### src/rtl/mux_scan_serializer.sv
// mux_scan_serializer: latches a word and scans sel over 16 channels, DIV cycles each; MUX_SCAN_MSB_FIRST_EN selects descending order
module mux_scan_serializer #(
  parameter int DIV = 1
) (
  input  logic        clk,
  input  logic        rst,
  input  logic        in_valid,
  input  logic [15:0] in_data,
  output logic        in_ready,
  output logic [15:0] mux_in,
  output logic [3:0]  sel,
  output logic        ser_out,
  output logic        ser_valid,
  output logic        ser_last,
  output logic        busy
);
  localparam logic [0:0] IDLE = 1'b0;
  localparam logic [0:0] SCAN = 1'b1;
  localparam logic [3:0] HOLD_MAX = 4'(DIV - 1);
`ifdef MUX_SCAN_MSB_FIRST_EN
  localparam logic [3:0] FIRST_SEL = 4'd15;
  localparam logic [3:0] LAST_SEL = 4'd0;
`else
  localparam logic [3:0] FIRST_SEL = 4'd0;
  localparam logic [3:0] LAST_SEL = 4'd15;
`endif
  logic [0:0] state;
  logic [3:0] hold;
  logic [3:0] next_sel;
  always_comb begin
`ifdef MUX_SCAN_MSB_FIRST_EN
    next_sel = sel - 4'd1;
`else
    next_sel = sel + 4'd1;
`endif
    ser_valid = state == SCAN;
    busy = ser_valid;
    in_ready = !ser_valid;
    ser_last = ser_valid && sel == LAST_SEL;
    ser_out = ser_valid ? mux_in[sel] : 1'b0;
  end
  always_ff @(posedge clk) begin
    if (rst) begin
      state <= IDLE;
      mux_in <= '0;
      sel <= '0;
      hold <= '0;
    end else if (state == IDLE) begin
      if (in_valid) begin
        state <= SCAN;
        mux_in <= in_data;
        sel <= FIRST_SEL;
        hold <= '0;
      end
    end else if (hold == HOLD_MAX) begin
      hold <= '0;
      state <= sel == LAST_SEL ? IDLE : SCAN;
      sel <= sel == LAST_SEL ? 4'd0 : next_sel;
    end else begin
      hold <= hold + 4'd1;
    end
  end
endmodule

### config.mk
export PLATFORM = sky130hd
export DESIGN_NAME = mux_scan_serializer
export DESIGN_NICKNAME = d
export VERILOG_FILES = /design/src/rtl/mux_scan_serializer.sv
export SDC_FILE = /design/constraint.sdc
export NUM_CORES = 1
export LEC_CHECK = 0
export CORE_UTILIZATION = 25
export CTS_CLUSTER_DIAMETER = 80
export DETAILED_ROUTE_END_ITERATION = 16
export SYNTH_ARGS = -nofsm -noshare
export SYNTH_HDL_FRONTEND = slang
export SYNTH_SLANG_ARGS = --single-unit
### constraint.sdc
create_clock -name clk -period 2.35 [get_ports clk]
set_clock_uncertainty 0.1 [all_clocks]
set_input_delay 0.47 -clock clk [delete_from_list [all_inputs] [get_ports clk]]
set_output_delay 0.47 -clock clk [all_outputs]
set_load 0.01 [all_outputs]
Word level (Yosys, flattened, before mapping)
Cells that the tools add are included.

word-level totals
  word-level logic and storage cells = 29
  register bits after elaboration = 25
  input bits = 19

cells by class
  eq/ne operators = 2
  muxes and demuxes = 13
  reductions and logical operators = 6
  add/sub/neg operators = 2
  order comparisons = 1
  bitwise gates (word level) = 1

operators by type and width
  operator             count
  $mux 4               6
  $add 4x1->4 const B  2
  $mux 1               6
  $lt 4x5->1 const B   1
  $bmux 1 s4           1
  $eq 4x4->1 const B   1
  $logic_not 4->1      1
  $reduce_and 2->1     2
  $ne 2x1->1 const B   1
  $reduce_bool 2->1    1
  $logic_and 1x1->1    1
  $logic_not 1->1      1
  $not 1->1            1

Depth between registers and ports, before layout
  word-level depth = 4
  depth in mapped cells = 6
  gate-level depth less buffers = 6

Worst setup path before layout
Ideal clock, no wire load.

  path kind = register -> output
  start = register sel[0]
  end = output ser_out
  stages on the path, launching flop included = 6
  data arrival time = 1443 ps
  path buffers = 1
  path slack = 337 ps
  cells stage by stage = dfxtp_1 -> buf_6 -> mux4_2 -> a2bb2oi_1 -> a32oi_1 -> nor2_1

between the ends
  longest elaborated chain between the ends = 3

RTL lines
  what                          line  RTL
  start, declared               11    output logic [3:0] sel,
  start signal, assigned        58    sel <= sel == LAST_SEL ? 4'd0 : next_sel;
  $bmux 1 s4                    40    ser_out = ser_valid ? mux_in[sel] : 1'b0;
  $mux 1 (not written as such)  40
  $mux 1                        40
  end, declared                 12    output logic ser_out,

Every way passes these cells. The select of a mux whose other input is x is not followed.

Final worst setup path
Ends and elaborated chain as after synthesis.

==> flow_summary.json <==
{
  "finalCritPeriodShare_pct": 96.7,
  "leakage_nw": 0.623,
  "synth_nets": 164,
  "grt_start_max_net_pins": 26,
  "status": "complete, no violations",
  "place_hpwl_mm": 2.11,
  "p_per_area_mw_per_mm2": 517,
  "syn_avg_cell_area_sq_um": 8.16,
  "antenna_cells": 0,
  "ys_ff_latch": 25,
  "final_cell_mix": "41 x clkdlybuf4s50_1, 34 x nand2_1, 24 x dfxtp_1",
  "wire_per_inst_microns": 12.1,
  "final-max-slew-violation-count": 0,
  "worstMarginPinSlew_ns": 0.529,
  "start_kind": "flop",
  "crit_fanout": 4,
  "cts_tree": "built",
  "placed_area_sq_mm": 0.00165,
  "wl_mm": 2.87,
  "clk_pin_slew_ns": 0.09,
  "fill_cells": 469,
  "critPathKind": "reg -> out",
  "dr.pass1.iters": 4,
  "regToRegEndpoint": "sel[2]$_SDFFE_PP0P_",
  "cts_sinks": 25,
  "die-area_sq_mm": 0.00491,
  "antenna_left": 0,
  "hold_slack_ns": 0.378,
  "viasPerCell": 4.64,
  "core-area_sq_mm": 0.00441,
  "vias": 1105,
  "cap_violations": 0,
  "cts_max_level": 1,
  "cp.required_ns": 1.78,
  "fp.dieH_microns": 70.1,
  "endpoint_kind": "output pin",
  "regArea_sq_um": 504,
  "syn_inst": 142,
  "min_path_type": "reg -> reg",
  "rows": 24,
  "worstReg2RegStart": "hold[0]$_SDFFE_PP0P_",
  "clock_path_buffers": 2,
  "crit_path_end": "ser_out",
  "drcViolationCount": 0,
  "drive_above_1_share_pct": 8.60,
  "ir_worst_vdd_mv": 0.327,
  "drt_iter0_markers": 128,
  "rsz0062_at_grt": "true",
  "yosysUniqueCellTypes": 28,
  "worstPathArrival_ns": 1.70,
  "setup-violations-final": 0,
  "min_from": "mux_in[15]$_SDFFE_PP0P_",
  "grt_overflow": 0,
  "r2r_setup_slack_ns": 0.61,
  "ctsHoldBuffers": 0,
  "num_io_pins": 44,
  "power_w": 0.000879,
  "areaGrowthSynthToFinish_pct": 46.7,
  "synth_seq_area_share_pct": 43.2,
  "final_common_cell": "clkdlybuf4s50_1",
  "nets": 209,
  "reg2regPathDepth": 6,
  "multi_input_area_sq_um": 589,
  "clkLatencyLatePin_ns": 0.26,
  "gp_congestion": 0.760,
  "slew_headroom_pct": 64.6,
  "initial_core_util_pct": 26.2,
  "antenna_found_initial": 0,
  "fin_area_sq_mm": 0.00170,
  "grt_pass1_vias": 1053,
  "die_w_microns": 70.1,
  "grt.total_usage_pct": 12.4,
  "final_hold_viol_count": 0,
  "grt_pass1_wl_mm": 4.91,
  "port_buffers": 43,
  "yosys_warnings": 0,
  "cts_setup_buffers": 0,
  "min_period_ns": 2.27,
  "critical_path.startpoint": "sel[0]$_SDFFE_PP0P_",
  "numCtsBuffers": 3,
  "syn-cell-area_sq_mm": 0.00116,
  "clockRootBuffer": "clkbuf_8",
  "clock.fmax_ghz": 0.440
}
## Yosys cell counts
cell       number  area share [%]
nand2_1        34              11
dfxtp_1        25              43
a21oi_1        22             9.5
nor2_1         11             3.6
clkbuf_1        4             1.3
inv_1           4             1.3
mux2i_1         4             3.5
a22oi_1         3             1.9
a31oi_1         3             1.6
buf_2           3             1.3
ha_1            3             3.2
nor3_1          3             1.3
a2bb2oi_1       2             1.5
and2_1          2             1.1
buf_4           2             1.3
mux4_2          2             3.9
nand3_1         2            0.86
nor3b_1         2             1.3
o21ai_0         2            0.86
a211oi_1        1            0.65
a21o_2          1            0.76
a32oi_1         1            0.76
and3_1          1            0.54
buf_6           1            0.97
nor2b_1         1            0.54
o21bai_1        1            0.65
or4b_1          1            0.86
xnor2_1         1            0.76
## power by group
group          switching (W)  internal (W)  leakage (nW)
registers          0.0000167      0.000442         0.205
clock network       0.000133      0.000121        0.0228
logic              0.0000715     0.0000946         0.395
## flip-flops by register name (all words and copies together) (netlist names)
register,cells
sel,4
busy,1
mux_in,16
hold,4
## area by class of cell
type                       count  area share [%]
multi-input combinational    103            34.7
sequential                    25            29.7
timing repair buffer          50            28.3
tap                           52            3.83
clock buffer                   4            2.65
inverter                       4           0.884
## critical path: stages (launching register included)
cell and delay (ns):
dfxtp_4 0.39, mux4_2 0.49, a2bb2oi_1 0.14, a32oi_1 0.21, nor2_1 0.07, buf_2 0.14
## metal layers
layer  track usage, %  up-vias  wire length (microns)  part of all wire (%)
met5                0        -                      0                     0
met4             2.00        0                      0                     0
met3             3.32        0                    134                   4.7
met2             21.9       29                   1400                    49
met1             15.4      503                   1340                    47
li1                 -      573                      -                     -
## stage by stage
step | setup TNS, ns | instances | utilization (%) | worst slack (ns)
final | 0 | 238 | 38.5 | 0.0784
after global routing | -0.0305 | 238 | 38.5 | -0.0305
after CTS | 0 | 238 | 38.5 | 0.0665
after detailed placement | -0.0351 | 234 | 37.4 | -0.0351
after global placement | 0 | 234 | 37.4 | 0.0106
after floorplan | 0 | 142 | - | 0.337
## logic make-up after synthesis
logic type      Yosys count  synth area share (%)
fa+ha+maj                 3                  3.24
flops                    25                  43.2
xor+xnor                  1                 0.756
compound gates           36                  18.3
simple gates             57                  21.1
mux                       6                  7.34
buf+inv                  14                  6.15
## worst min-delay path by stage
stage,to,slack (ns),depth (start not counted)
after global placement,mux_in[15]$_SDFFE_PP0P_,0.36,2
after floorplan,hold[2]$_SDFFE_PP0P_,0.37,2
after detailed placement,mux_in[2]$_SDFFE_PP0P_,0.36,2
after global routing,mux_in[8]$_SDFFE_PP0P_,0.40,2
after CTS,mux_in[2]$_SDFFE_PP0P_,0.38,2
final,mux_in[15]$_SDFFE_PP0P_,0.38,2
## timing repair
action                                  in CTS  in global routing
endpoints found under the setup margin       2                  1
pin swaps                                    1                  0
gates resized for setup                      9                  0
Power figures use the tool's default switching activity.
